[config.mk]
export PLATFORM = sky130hd
export DESIGN_NAME = ex_mem_pipe
export DESIGN_NICKNAME = d
export VERILOG_FILES = /design/src/rtl/ex_mem_pipe_pkg.sv /design/src/rtl/ex_mem_pipe.sv
export SDC_FILE = /design/constraint.sdc
export NUM_CORES = 1
export LEC_CHECK = 0
export BUFFER_PORTS_ARGS = -buffer_cell sky130_fd_sc_hd__clkbuf_2
export CAP_MARGIN = 20
export CORE_AREA = 2 2 192 194
export DETAILED_ROUTE_END_ITERATION = 6
export DIE_AREA = 0 0 194 196
export PLACE_DENSITY = 0.47
export RECOVER_POWER = 25
export SKIP_LAST_GASP = 1
export SLEW_MARGIN = 5
export SYNTH_ARGS = -nofsm -noshare
export SYNTH_HDL_FRONTEND = slang
export SYNTH_SLANG_ARGS = --single-unit
[constraint.sdc]
create_clock -name clk -period 1.2 [get_ports clk]
set_input_delay 0.24 -clock clk [delete_from_list [all_inputs] [get_ports clk]]
set_output_delay 0.24 -clock clk [all_outputs]
set_load 0.05 [all_outputs]
[src/rtl/ex_mem_pipe_pkg.sv]
// Shared defines for the EX/MEM pipeline register: stall encodings, NOP
// constants and the per-edge update-mode decode.
package ex_mem_pipe_pkg;

    // Stall-vector bit encodings driven by the pipeline control unit
    localparam logic STOP    = 1'b1;
    localparam logic NO_STOP = 1'b0;

    // Base widths; the pipeline register casts these to its own parameters
    localparam int unsigned WORD_W   = 32;
    localparam int unsigned REG_AW   = 5;
    localparam int unsigned ALU_OP_W = 8;

    // Destination register used by a NOP (r0 is never written)
    localparam logic [REG_AW-1:0] NOP_REG_ADDR = '0;

    // All-zero data word
    localparam logic [WORD_W-1:0] ZERO_WORD = '0;

    // What the stage register does on the coming edge
    typedef enum logic [1:0] {
        UPD_ADVANCE = 2'd0,
        UPD_BUBBLE  = 2'd1,
        UPD_HOLD    = 2'd2,
        UPD_FLUSH   = 2'd3
    } upd_mode_e;

    // Flush dominates; a stalled EX either inserts a bubble or holds,
    // depending on whether MEM is stalled too.  A free EX always advances,
    // which also covers the illegal "EX free, MEM stalled" combination.
    function automatic upd_mode_e decode_mode(input logic flush,
                                              input logic ex_stop,
                                              input logic mem_stop);
        upd_mode_e mode;
        mode = UPD_ADVANCE;
        if (flush) begin
            mode = UPD_FLUSH;
        end else if (ex_stop == STOP) begin
            mode = (mem_stop == STOP) ? UPD_HOLD : UPD_BUBBLE;
        end
        return mode;
    endfunction

endpackage

[src/rtl/ex_mem_pipe.sv]
// EX/MEM pipeline register with stall/flush handling, multi-cycle EX
// feedback (hilo_tmp/cnt) and a saturating stall-cycle counter.
// Optional feature macro: EX_MEM_HILO_EN enables the HI/LO writeback path
// and the multi-cycle feedback registers; otherwise those outputs are 0.
module ex_mem_pipe
    import ex_mem_pipe_pkg::*;
#(
    parameter int unsigned DATA_W    = 32,
    parameter int unsigned RADDR_W   = 5,
    parameter int unsigned AOP_W     = ALU_OP_W,
    parameter int unsigned STALL_W   = 6,
    parameter int unsigned STAGE_IDX = 3,
    parameter int unsigned SCNT_W    = 4
) (
    input  logic                clk,
    input  logic                rst,
    input  logic [STALL_W-1:0]  stall,
    input  logic                flush,
    input  logic                ex_valid,
    input  logic [RADDR_W-1:0]  ex_wd,
    input  logic                ex_wreg,
    input  logic [DATA_W-1:0]   ex_wdata,
    input  logic [AOP_W-1:0]    ex_aluop,
    input  logic [DATA_W-1:0]   ex_mem_addr,
    input  logic [DATA_W-1:0]   ex_reg2,
    input  logic                ex_whilo,
    input  logic [DATA_W-1:0]   ex_hi,
    input  logic [DATA_W-1:0]   ex_lo,
    input  logic [2*DATA_W-1:0] hilo_tmp_i,
    input  logic [1:0]          cnt_i,
    output logic                mem_valid,
    output logic [RADDR_W-1:0]  mem_wd,
    output logic                mem_wreg,
    output logic [DATA_W-1:0]   mem_wdata,
    output logic [AOP_W-1:0]    mem_aluop,
    output logic [DATA_W-1:0]   mem_mem_addr,
    output logic [DATA_W-1:0]   mem_reg2,
    output logic                mem_whilo,
    output logic [DATA_W-1:0]   mem_hi,
    output logic [DATA_W-1:0]   mem_lo,
    output logic [2*DATA_W-1:0] hilo_tmp_o,
    output logic [1:0]          cnt_o,
    output logic [SCNT_W-1:0]   stall_cnt
);

    localparam int unsigned MEM_IDX = STAGE_IDX + 1;
    localparam logic [SCNT_W-1:0]  SCNT_MAX  = {SCNT_W{1'b1}};
    localparam logic [SCNT_W-1:0]  SCNT_ONE  = SCNT_W'(1);
    localparam logic [DATA_W-1:0]  ZERO_D    = DATA_W'(ZERO_WORD);
    localparam logic [RADDR_W-1:0] NOP_WD    = RADDR_W'(NOP_REG_ADDR);

    upd_mode_e mode;

    // Only the EX and MEM bits of the stall vector matter here
    logic unused_stall;
    assign unused_stall = ^stall;

    // Per-edge update mode
    always_comb begin
        mode = decode_mode(flush, stall[STAGE_IDX], stall[MEM_IDX]);
    end

    // ------------------------------------------------------------------
    // Register-writeback and memory-access payload
    // ------------------------------------------------------------------
    logic                nxt_valid;
    logic [RADDR_W-1:0]  nxt_wd;
    logic                nxt_wreg;
    logic [DATA_W-1:0]   nxt_wdata;
    logic [AOP_W-1:0]    nxt_aluop;
    logic [DATA_W-1:0]   nxt_mem_addr;
    logic [DATA_W-1:0]   nxt_reg2;

    // Next payload: hold by default, NOP on flush/bubble, EX data on advance
    always_comb begin
        nxt_valid    = mem_valid;
        nxt_wd       = mem_wd;
        nxt_wreg     = mem_wreg;
        nxt_wdata    = mem_wdata;
        nxt_aluop    = mem_aluop;
        nxt_mem_addr = mem_mem_addr;
        nxt_reg2     = mem_reg2;
        unique case (mode)
            UPD_FLUSH, UPD_BUBBLE: begin
                nxt_valid    = 1'b0;
                nxt_wd       = NOP_WD;
                nxt_wreg     = 1'b0;
                nxt_wdata    = ZERO_D;
                nxt_aluop    = '0;
                nxt_mem_addr = ZERO_D;
                nxt_reg2     = ZERO_D;
            end
            UPD_ADVANCE: begin
                nxt_valid    = ex_valid;
                nxt_wd       = ex_wd;
                nxt_wreg     = ex_wreg;
                nxt_wdata    = ex_wdata;
                nxt_aluop    = ex_aluop;
                nxt_mem_addr = ex_mem_addr;
                nxt_reg2     = ex_reg2;
            end
            UPD_HOLD: begin
            end
            default: begin
            end
        endcase
    end

    // Payload register
    always_ff @(posedge clk or negedge rst) begin
        if (!rst) begin
            mem_valid    <= 1'b0;
            mem_wd       <= NOP_WD;
            mem_wreg     <= 1'b0;
            mem_wdata    <= ZERO_D;
            mem_aluop    <= '0;
            mem_mem_addr <= ZERO_D;
            mem_reg2     <= ZERO_D;
        end else begin
            mem_valid    <= nxt_valid;
            mem_wd       <= nxt_wd;
            mem_wreg     <= nxt_wreg;
            mem_wdata    <= nxt_wdata;
            mem_aluop    <= nxt_aluop;
            mem_mem_addr <= nxt_mem_addr;
            mem_reg2     <= nxt_reg2;
        end
    end

    // ------------------------------------------------------------------
    // HI/LO writeback and multi-cycle feedback
    // ------------------------------------------------------------------
`ifdef EX_MEM_HILO_EN
    logic                nxt_whilo;
    logic [DATA_W-1:0]   nxt_hi;
    logic [DATA_W-1:0]   nxt_lo;
    logic [2*DATA_W-1:0] nxt_hilo_tmp;
    logic [1:0]          nxt_cnt;

    // HI/LO follows the payload; feedback is captured only while EX is stalled
    always_comb begin
        nxt_whilo    = mem_whilo;
        nxt_hi       = mem_hi;
        nxt_lo       = mem_lo;
        nxt_hilo_tmp = '0;
        nxt_cnt      = 2'd0;
        unique case (mode)
            UPD_FLUSH: begin
                nxt_whilo = 1'b0;
                nxt_hi    = ZERO_D;
                nxt_lo    = ZERO_D;
            end
            UPD_BUBBLE: begin
                nxt_whilo    = 1'b0;
                nxt_hi       = ZERO_D;
                nxt_lo       = ZERO_D;
                nxt_hilo_tmp = hilo_tmp_i;
                nxt_cnt      = cnt_i;
            end
            UPD_HOLD: begin
                nxt_hilo_tmp = hilo_tmp_i;
                nxt_cnt      = cnt_i;
            end
            UPD_ADVANCE: begin
                nxt_whilo = ex_whilo;
                nxt_hi    = ex_hi;
                nxt_lo    = ex_lo;
            end
            default: begin
            end
        endcase
    end

    // HI/LO and feedback register; reset drops any partial result
    always_ff @(posedge clk or negedge rst) begin
        if (!rst) begin
            mem_whilo  <= 1'b0;
            mem_hi     <= ZERO_D;
            mem_lo     <= ZERO_D;
            hilo_tmp_o <= '0;
            cnt_o      <= 2'd0;
        end else begin
            mem_whilo  <= nxt_whilo;
            mem_hi     <= nxt_hi;
            mem_lo     <= nxt_lo;
            hilo_tmp_o <= nxt_hilo_tmp;
            cnt_o      <= nxt_cnt;
        end
    end
`else
    // HI/LO path absent: outputs constant, inputs absorbed
    logic unused_hilo;
    assign unused_hilo = ^{ex_whilo, ex_hi, ex_lo, hilo_tmp_i, cnt_i};

    assign mem_whilo  = 1'b0;
    assign mem_hi     = ZERO_D;
    assign mem_lo     = ZERO_D;
    assign hilo_tmp_o = '0;
    assign cnt_o      = 2'd0;
`endif

    // ------------------------------------------------------------------
    // Saturating count of consecutive EX stall cycles
    // ------------------------------------------------------------------
    logic [SCNT_W-1:0] nxt_stall_cnt;

    // Count up while EX is stalled, clear on advance or flush
    always_comb begin
        nxt_stall_cnt = '0;
        if ((mode == UPD_BUBBLE) || (mode == UPD_HOLD)) begin
            nxt_stall_cnt = (stall_cnt == SCNT_MAX) ? SCNT_MAX
                                                    : stall_cnt + SCNT_ONE;
        end
    end

    // Stall counter register
    always_ff @(posedge clk or negedge rst) begin
        if (!rst) begin
            stall_cnt <= '0;
        end else begin
            stall_cnt <= nxt_stall_cnt;
        end
    end

`ifndef SYNTHESIS
    // Control unit must never stall MEM while letting EX advance
    illegal_stall_a: assert property (
        @(posedge clk) disable iff (!rst)
        !((stall[STAGE_IDX] == NO_STOP) && (stall[MEM_IDX] == STOP))
    );
`endif

endmodule
======== After elaboration in Yosys (flattened, before gate mapping) ========
Cells that the tools add are included.
storage, ports and cells
  register bits after elaboration ......... 115
  input bits .............................. 251
  output and inout port bits .............. 246
  word-level logic and storage cells ...... 29
operators by class
  reduce and logical (&&, ||, !) cells .... 4
  add/subtract/negate cells ............... 1
  muxes and demuxes ....................... 12
  eq/ne operators ......................... 4
operator list
  kind                                                 count
  one-hot mux 32 bit (2 select lines)                  3
  one-hot mux 8 bit (2 select lines)                   1
  one-hot mux 5 bit (2 select lines)                   1
  two-way mux 4 bit                                    2
  two-way mux 2 bit                                    3
  adder 4 x 1 -> 4 bit, second input constant          1
  equality test 2 bit, second input constant           2
  equality test 4 bit, second input constant           1
  one-hot mux 1 bit (2 select lines)                   2
  equality test 2 x 1 -> 1 bit, second input constant  1
  logical NOT 2 bit                                    1
  nonzero test 2 bit                                   1
  OR reduction 2 bit                                   1
  logical OR 1 bit                                     1

======== Longest topological paths before layout ========
Gate-level depths: netlist (run 1).
  depth in word-level cells ............... 6
  depth in mapped cells ................... 7
  mapped depth without buffers ............ 5

======== Least setup slack after synthesis (run 1) ========
OpenSTA, ideal clock, no wires.
  path type ............................... register to register
  from .................................... register stall_cnt[0]
  to ...................................... register stall_cnt[2]
  slack ................................... -0.093 ns
  data required time ...................... 1.114 ns
  clock period less this slack ............ 1.293 ns
  path buffers ............................ 0
  arrival ................................. 1.207 ns
  library setup time ...................... 0.086 ns
  stages on the path, launching flop included .. 4
  cells stage by stage .................... dfrtp_1 -> ha_1 -> and3b_1 -> nor3_1
on the way
  word-level cells in the longest chain between the ends .. 3
  elaborated cells on any way between the ends .. 4
  those cells by class .................... 1 x add/sub; 1 x eq/ne; 2 x mux
RTL lines
  item                                                         RTL line                                text
  start, declared                                              ex_mem_pipe.sv:43                       output logic [SCNT_W-1:0] stall_cnt
  start signal, assigned                                       ex_mem_pipe.sv:221                      stall_cnt <= nxt_stall_cnt;
  adder 4 x 1 -> 4 bit or equality test 4 bit (tied branches)  ex_mem_pipe.sv:212, ex_mem_pipe.sv:211
  two-way mux 4 bit (*)                                        ex_mem_pipe.sv:211                      nxt_stall_cnt = (stall_cnt == SCNT_MAX) ? SCNT_MAX
  two-way mux 4 bit (*)                                        ex_mem_pipe.sv:210                      if ((mode == UPD_BUBBLE) || (mode == UPD_HOLD)) begin
  net nxt_stall_cnt[2]                                         ex_mem_pipe.sv:205                      logic [SCNT_W-1:0] nxt_stall_cnt;
Mark *: on every way through the listed nets, which the timed path passes. The rest lies on a longest branch.
A chain may end at the register's enable or synchronous reset.

======== Worst setup path after layout (run 1) ========
  from .................................... register mem_reg2[10]
  to ...................................... output port mem_reg2[10]
RTL lines
  item                    RTL line            text
  start, declared         ex_mem_pipe.sv:37   output logic [DATA_W-1:0] mem_reg2,
  start signal, assigned  ex_mem_pipe.sv:126  mem_reg2 <= nxt_reg2;
No word-level cell between the ends.

==> metrics.md, run 1 <==
| Metric | Value |
|---|---|
| Root Buffer | `clkbuf_16` |
| Placed insts | `1,321` |
| Sum of negative setup slack | `-3160 ps` |
| Worst Hold Class | `primary input to flop` |
| Total GRT Usage | `0.0862` |
| Yosys warns | `0` |
| Die H | `196 um` |
| Fin cells | `1,414` |
| Type of the worst setup path | `flop to output port` |
| Reg clk slew, reported paths | `60 ps` |
| Half-perimeter wire length after placement | `11.5 mm` |
| Max clock buf depth | `2` |
| Internal reg-to-reg setup slack | `50 ps` |
| Number of global-route vias before repair | `4,613` |
| Power Dens Cells | `1400 nW/um2` |
| 1st-iter DRT viols | `149` |
| CP max-delay cell | `dfrtp_2` |
| Mapped cell area | `5580 um2` |
| Violated checks | `negative setup slack` |
| FF+latch area | `2880 um2` |
| Total power | `13.1 mW` |
| MaxCap Viol Count | `0` |
| CTS Buf Count | `17` |
| Worst path cell trace | `buf_8` |
| Unique masters post-synth | `19` |
| Slew Limit Fails | `0` |
| Final setup vio count | `115` |
| Worst-Skew Late Latency | `420 ps` |
| CP startpoint | `mem_reg2[10]` |
| Seq cells post-synth | `115` |
| Antenna violations before repair | `2` |
| Setup crit end kind | `output port` |
| Crit path max fanout | `2` |
| Tcrit/Tclk final | `1.05` |
| Critical path depth in cells | `1` |
| Status | `finished, violations left` |
| Routed Antenna Nets | `0` |
| Area delta synth->final | `67.1%` |
| Worst Skew | `2.80 ps` |
| Hold slack | `29.8 ps` |
| Min cycle time layout | `1260 ps` |
| Post-Syn Instances | `634` |
| # rows | `70` |
| Via count | `4,801` |
| Sequential area share after synthesis | `0.516` |
| DR pass1 iterations | `6` |
| Worst Path Required | `960 ps` |
| Clock sink count | `115` |
| Placer Congestion | `0.710` |
| Die width | `194 um` |
| Final hold vios | `0` |
| CTS tree | `built` |
| Max incr delay on CP | `440 ps` |
| RR Startpoint | `stall_cnt[0]` |
| Fraction of layout cells with a size suffix above 1 | `0.352` |
| Worst setup SP type | `flop` |
| Max_slew headroom | `0.545` |
| Port Buffer Count | `230` |
| Total Routed Length | `16.5 mm` |
| Lkg Pwr | `4.50 nW` |
| CTS HTree Levels | `4` |
| Die ar. | `38,000 um2` |
| CP arrival | `1020 ps` |
| DR DRC count | `0` |
| Total gr overflow | `0` |
| Multi-input logic area | `2030 um2` |
| Buf+Inv Stages, Crit Path | `1` |
| FF-to-FF End | `stall_cnt[2]` |
| Fillers | `3,865` |
| First-pass GRT wire length | `25.2 mm` |
| WL/cell | `11.7 um` |
| Crit path capture | `mem_reg2[10]` |
| Worst slew pin tran | `683 ps` |
| Pin count of the biggest net entering global routing | `50` |
| Starting Density | `0.155` |
| Ports | `497` |
| Final Worst Setup Slack | `-62.7 ps` |
| Core Box Area | `36,100 um2` |
| FF-to-FF path depth | `4` |
| Post-Syn Area per Cell | `8.80 um2` |
| Vias per cell | `3.40` |
| Final #Nets | `1,186` |
| Fmax | `792 MHz` |
| Peak supply drop | `0.943 mV` |
| Worst path top cell family by delay | `flip-flops` |
| RSZ-0062 raised after global routing | `true` |
[through the flow]
step / instance area, um2 / setup slack [ps] / util
2_1_floorplan: 6070 / 2.07 / -
3_3_place_gp: 6980 / -306 / 0.193
3_5_place_dp: 6980 / -296 / 0.193
4_1_cts: 9010 / -127 / 0.250
5_1_grt: 9320 / -113 / 0.258
6_report: 9320 / -62.7 / 0.258
[cell usage after synthesis (all sizes together)]
master  count  area, um2
nor2b       1       6.26
inv         3       11.3
buf       161       1160
conb        1       3.75
a31oi       1       6.26
a211oi      1       7.51
and3b       1       8.76
nor2        1       3.75
ha          3       37.5
nand2     222        833
dfrtp     115       2880
nand3       1       5.00
and3        1       6.26
nor3        1       5.00
clkbuf      6       22.5
o21ai     111        556
a21oi       3       15.0
a21o        1       7.51
[where the power goes]
part | internal (mW) | switching [mW] | leakage (nW) | total (mW)
logic | 0.948 | 2.10 | 2.60 | 3.05
registers | 4.05 | 0.163 | 1.57 | 4.22
clock network | 3.77 | 2.04 | 0.325 | 5.81
total | 8.77 | 4.30 | 4.50 | 13.1
[how the worst min path moves through the flow]
stage | from | endpoint | slack, ps | cells after the start
floorplan | rst | mem_aluop[0] | -60 | 0
global route | ex_mem_addr[1] | mem_mem_addr[1] | 10 | 3
detailed placement | rst | mem_wdata[4] | 180 | 1
finish | ex_reg2[10] | mem_reg2[10] | 30 | 3
global placement | rst | mem_wdata[4] | 190 | 1
CTS | ex_aluop[1] | mem_aluop[1] | 0.05 | 3
[metal layers]
| layer | vias up | global-route usage | part of all wire | wire length (um) |
|---|---|---|---|---|
| li1 | 2345 | - | - | - |
| met3 | 13 | 0.0394 | 0.091 | 1500 |
| met4 | 2 | 0.0342 | 0.015 | 255 |
| met2 | 209 | 0.137 | 0.48 | 7970 |
| met1 | 2232 | 0.101 | 0.41 | 6780 |
| met5 | - | 0 | 0.00079 | 13 |
[timing repair]
action,in CTS,in global routing
cloned,0,0
resized for setup,231,118
pin swaps,0,0
endpoints found under the setup margin,115,116
hold buffers,22,0
buffers inserted,17,21
hold endpoints to repair,39,0
[cells in the final DEF (no fill, tap or decap), types with 3 or more instances in the layout]
master and count:
nand2_1 222, a21oi_1 3, inv_6 3, clkbuf_2 115, ha_4 3, clkinv_4 5
bufinv_16 5, dlygate4sd3_1 22, conb_1 131, inv_1 3, o21ai_0 111, buf_4 52
buf_8 116, buf_12 9, clkbuf_16 18, dfrtp_1 112, dfrtp_2 3
[state kept, by name (all words and copies together), names as in the netlist]
register / count
mem_wd: 5
mem_wdata: 32
mem_mem_addr: 32
mem_reg2: 32
mem_wreg: 1
stall_cnt: 4
mem_valid: 1
mem_aluop: 8
[final cells by class]
class | count | share of cell area
repair buffers | 316 | 0.337
flip-flops and latches | 115 | 0.309
clock buffers | 18 | 0.0471
clock inverters | 14 | 0.0242
multi-input cells | 479 | 0.218
inverters | 3 | 0.00121
well taps | 468 | 0.0628
diodes | 1 | 0.000269
[logic make-up after synthesis]
logic type / share of synthesized area
simple gates: 0.156
compound gates: 0.106
other cells: 0.000672
flops: 0.516
fa+ha+maj: 0.00673
buf+inv: 0.215
Power figures use the tool's default switching activity.
==> run 2: changes to the inputs <==
Settings changed: BUFFER_PORTS_ARGS -buffer_cell sky130_fd_sc_hd__clkbuf_2 to unset, CORE_AREA 2 2 192 194 to 2 2 195 197, DIE_AREA 0 0 194 196 to 0 0 197 199, DONT_BUFFER_PORTS set to 1, PLACE_DENSITY 0.47 to 0.35.
==> run 2 against run 1 <==
Net effect: the flow finishes with violations (negative hold slack, negative setup slack); flip-flop and latch count unchanged; global-route usage down 0.099 points; worst hold slack worse by 520 ps; highest routed layer is now met4.
==> metrics.md, run 2 (same netlist as run 1, synthesis figures left out) <==
| Metric | Value |
|---|---|
| Status | `finished, violations left` |
| Violated checks | `negative hold slack, negative setup slack` |
| Type of the worst setup path | `flop to output port` |
| Final #Nets | `1,011` |
| Max clock buf depth | `2` |
| Via count | `4,054` |
| Worst path top cell family by delay | `flip-flops` |
| 1st-iter DRT viols | `97` |
| Pre-CTS setup slack | `-257 ps` |
| Commonest non-fill, non-tap cells in the layout | `nand2_1 (222), conb_1 (131), o21ai_0 (111), dfrtp_2 (111), dlygate4sd3_1 (109)` |
| Fmax | `815 MHz` |
| Lkg Pwr | `3.15 nW` |
| Crit path max fanout | `2` |
| DR pass1 iterations | `4` |
| Final setup vio count | `21` |
| Fillers | `4,086` |
| Min cycle time layout | `1230 ps` |
| Slew Limit Fails | `0` |
| CP arrival | `990 ps` |
| Total GRT Usage | `0.0852` |
| Regs by FF count | `mem_mem_addr x32, mem_reg2 x32, mem_wdata x32` |
| Worst Hold Class | `primary input to async pin` |
| Core Box Area | `37,100 um2` |
| Buf+Inv Stages, Crit Path | `1` |
| Routed Antenna Nets | `0` |
| CTS HTree Levels | `4` |
| Pin count of the biggest net entering global routing | `116` |
| Area delta synth->final | `37.4%` |
| Half-perimeter wire length after placement | `11.6 mm` |
| # rows | `71` |
| Starting Density | `0.150` |
| Setup crit end kind | `output port` |
| Hold slack | `-485 ps` |
| CTS tree | `built` |
| Final hold vios | `115` |
| Worst path cell trace | `buf_8` |
| Power Dens Cells | `1480 nW/um2` |
| Number of global-route vias before repair | `3,937` |
| Reg clk slew, reported paths | `50 ps` |
| Fin util | `0.206` |
| Peak supply drop | `0.919 mV` |
| RSZ-0062 raised after global routing | `true` |
| Total gr overflow | `0` |
| CP max-delay cell | `dfrtp_2` |
| Placer Congestion | `0.665` |
| Antenna violations before repair | `0` |
| Worst Skew | `2.88 ps` |
| WL/cell | `13.5 um` |
| FF+latch area | `3020 um2` |
| Tcrit/Tclk final | `1.02` |
| Multi-input logic area | `2020 um2` |
| Root Buffer | `clkbuf_16` |
| Die H | `199 um` |
| Port Buffer Count | `0` |
| Vias per cell | `3.26` |
| Post-CTS Hold Fix Bufs | `109` |
| Total Routed Length | `16.8 mm` |
| CTS Buf Count | `17` |
| Worst Path Required | `960 ps` |
| Internal reg-to-reg setup slack | `50 ps` |
| Worst setup SP type | `flop` |
| Final Worst Setup Slack | `-26.7 ps` |
| Sum of negative setup slack | `-317 ps` |
| Commonest non-fill, non-tap cell in the layout | `nand2_1` |
| Die width | `197 um` |
| Worst-Skew Late Latency | `420 ps` |
| Fraction of layout cells with a size suffix above 1 | `0.223` |
| First-pass GRT wire length | `24.3 mm` |
| Clock sink count | `115` |
| Total power | `11.3 mW` |
| MaxCap Viol Count | `0` |
| Ports | `497` |
| DR DRC count | `0` |
| Die ar. | `39,200 um2` |
| Max incr delay on CP | `410 ps` |
| Ant. Diodes | `0` |
## run 2: changes by cell type in the layout (fill, tap and decap cells not counted), moves of 5 or more
| cell | before | now |
|---|---|---|
| dfrtp_2 | 3 | 111 |
| buf_4 | 52 | 15 |
| clkbuf_1 | 0 | 6 |
| clkbuf_2 | 115 | 0 |
| buf_6 | 0 | 5 |
| bufinv_16 | 5 | 0 |
| clkinv_4 | 5 | 0 |
| dlygate4sd3_1 | 22 | 109 |
| buf_8 | 116 | 1 |
| dfrtp_1 | 112 | 4 |
## run 2: final cells by class
cell class                 instances  share of cell area
multi-input combinational        479               0.263
clock buffer                      27              0.0657
clock inverter                     5             0.00327
inverter                           3             0.00147
tap                              474              0.0774
sequential                       115               0.394
timing repair buffer             141               0.195
## run 2: repair_timing
| item | in CTS | in global routing |
|---|---|---|
| endpoints found under the hold margin | 224 | 115 |
| resized for setup | 116 | 1 |
| buffers inserted | 6 | 0 |
| setup endpoints to repair | 115 | 116 |
| gates cloned | 0 | 0 |
## run 2: power by group
group / internal, mW / leakage, nW / switching (mW)
clock network: 2.84 / 0.265 / 1.84
registers: 4.08 / 1.40 / 0.696
logic: 0.511 / 1.49 / 1.37
total: 7.43 / 3.15 / 3.90
## run 2: final timing paths
check | startpoint | end | cells past startpoint
setup / recovery | stall_cnt[1] | stall_cnt[1] | 1
hold / removal | rst | mem_mem_addr[5] | 0
setup reg to reg | stall_cnt[0] | stall_cnt[2] | 4
hold reg to reg | stall_cnt[0] | stall_cnt[0] | 2
max in group asynchronous | rst | mem_wreg | 0
min in group clk | ex_wdata[21] | mem_wdata[21] | 2
## run 2: per-stage QoR
stage / std cells / hold WS, ps / instance area (um2)
after detailed placement: 1097 / -53.0 / 5830
final: 1244 / -485 / 7660
after CTS: 1244 / -533 / 7660
after floorplan: 764 / -55.6 / 6070
after global routing: 1244 / -534 / 7660
after global placement: 1097 / -53.0 / 5830
## run 2: layer usage
metal,global-route usage,vias up,part of all wire
li1,-,1994,-
met1,0.0953,1849,0.40
met2,0.132,202,0.47
met3,0.0543,9,0.12
met4,0.0284,0,0.011
met5,0,-,0
==> run 3: changes to the inputs <==
==> constraint.sdc (replaced) <==
create_clock -name clk -period 1.2 [get_ports clk]
set_input_delay 0.12 -clock clk [delete_from_list [all_inputs] [get_ports clk]]
set_output_delay 0.12 -clock clk [all_outputs]
set_load 0.05 [all_outputs]
==> run 3 against run 2 <==
Net effect: the flow finishes with violations (negative hold slack); register-to-register slack improved by 60 ps; first-iteration DRC count grew 21%; clock power grew 25%; via count increased by 12%; combinational power grew 44%; core utilization increased by 2.5 points; die area stayed put; largest cell class unchanged; largest power group is now the clock network.
==> metrics.md, run 3 (same netlist as run 1, synthesis figures left out) <==
| Metric | Value |
|---|---|
| Commonest non-fill, non-tap cells in the layout | `nand2_1 (222), buf_4 (135), conb_1 (131)` |
| Metal-1 WL | `6.68 mm` |
| Core Box Area | `37,100 um2` |
| Worst Skew | `5.62 ps` |
| Fmax | `867 MHz` |
| CTS tree | `built` |
| Number of global-route vias before repair | `4,358` |
| Peak supply drop | `0.904 mV` |
| Via count | `4,539` |
| FF-to-FF path depth | `3` |
| DR DRC count | `0` |
| Type of the worst setup path | `flop to output port` |
| Min cycle time layout | `1150 ps` |
| Buf+Inv Stages, Crit Path | `1` |
| CP max-delay cell | `dfrtp_2` |
| Half-perimeter wire length after placement | `11.6 mm` |
| CP arrival | `1030 ps` |
| RSZ-0062 raised after global routing | `true` |
| DR pass1 iterations | `4` |
| Routed Antenna Nets | `0` |
| WL met3 | `1.80 mm` |
| Die ar. | `39,200 um2` |
| RR Startpoint | `stall_cnt[0]` |
| Status | `finished, violations left` |
| MaxCap Viol Count | `0` |
| Power Dens Cells | `1480 nW/um2` |
| Root Buffer | `clkbuf_16` |
| Reg clk slew, reported paths | `60 ps` |
| Fraction of layout cells with a size suffix above 1 | `0.211` |
| Regs by FF count | `mem_mem_addr x32, mem_reg2 x32, mem_wdata x32` |
| Clock sink count | `115` |
| Worst setup SP type | `flop` |
| Lkg Pwr | `4.04 nW` |
| Vias per cell | `3.32` |
| CTS HTree Levels | `4` |
| 1st-iter DRT viols | `117` |
| WL met2 | `7.61 mm` |
| Ant. Diodes | `0` |
| Die width | `197 um` |
| CTS Buf Count | `17` |
| Hold slack | `-607 ps` |
| Crit path max fanout | `5` |
| Max clock buf depth | `2` |
| Violated checks | `negative hold slack` |
| # rows | `71` |
| Starting Density | `0.150` |
| Die H | `199 um` |
| Slew Limit Fails | `0` |
| Antenna violations before repair | `0` |
| Final #Nets | `1,133` |
| First-pass GRT wire length | `24.5 mm` |
| Total gr overflow | `0` |
| Placer Congestion | `0.650` |
| Top Layer Used | `met4` |
| Internal reg-to-reg setup slack | `110 ps` |
| Area delta synth->final | `53.9%` |
| Worst path cell trace | `buf_6` |
| Setup crit end kind | `output port` |
| Final setup vio count | `0` |
| Worst path top cell family by delay | `flip-flops` |
| WL/cell | `11.9 um` |
| Commonest non-fill, non-tap cell in the layout | `nand2_1` |
| Max incr delay on CP | `440 ps` |
| Post-CTS Hold Fix Bufs | `111` |
| Worst Hold Class | `primary input to async pin` |
| Worst Path Required | `1080 ps` |
| Worst-Skew Late Latency | `430 ps` |
| FF-to-FF End | `stall_cnt[2]` |
| Tcrit/Tclk final | `0.961` |
| Total Routed Length | `16.3 mm` |
| Total GRT Usage | `0.0830` |
| Pin count of the biggest net entering global routing | `116` |
| Final hold vios | `115` |
| Fillers | `4,094` |
| Ports | `497` |
| Port Buffer Count | `0` |
| Total power | `12.7 mW` |
-- run 3: stage by stage --
step / setup TNS (ps) / cells / worst slack (ps) / cell area [um2] / util
CTS: -1.04 / 1364 / -1.04 / 8560 / 0.231
global route: -13.6 / 1366 / -9.21 / 8580 / 0.231
finish: 0 / 1366 / 47.2 / 8580 / 0.231
floorplan: 0 / 764 / 20.3 / 6070 / -
detailed placement: -7560 / 1221 / -172 / 6760 / 0.182
global placement: -6680 / 1221 / -147 / 6760 / 0.182
-- run 3: worst max-delay path by stage --
stage                  start       endpoint  slack (ps)  cells past startpoint
2_1_floorplan   stall_cnt[0]   stall_cnt[2]          20                      3
3_3_place_gp        stall[4]   mem_reg2[15]        -150                      8
3_5_place_dp        stall[4]    mem_reg2[8]        -170                      8
4_1_cts         stall_cnt[2]   stall_cnt[2]          -1                      1
5_1_grt        mem_wdata[21]  mem_wdata[21]          -9                      1
6_report        stall_cnt[2]   stall_cnt[2]          50                      1
-- run 3: repair_timing --
item,4_1_cts,5_1_grt
pin swaps,0,0
resized for setup,6,1
endpoints found under the hold margin,226,115
endpoints found under the setup margin,5,4
setup buffers,0,2
-- run 3: final cells by class --
type | instances | area [um2] | area share
Timing Repair Buffer | 263 | 2410 | 0.281
Sequential cell | 115 | 2880 | 0.336
Clock buffer | 23 | 498 | 0.0580
Inverter | 3 | 11.3 | 0.00131
Clock inverter | 9 | 173 | 0.0201
Tap cell | 474 | 593 | 0.0691
Multi-Input combinational cell | 479 | 2010 | 0.235
-- run 3: power by group --
group,switching [mW],internal [mW]
clock network,1.90,3.95
registers,0.111,4.06
logic,1.98,0.716
total,3.99,8.72
-- run 3: metal layers --
metal	global-route usage	vias up
met5	0	-
met4	0.0317	0
met3	0.0459	11
met2	0.132	210
met1	0.0932	2077
li1	-	2241
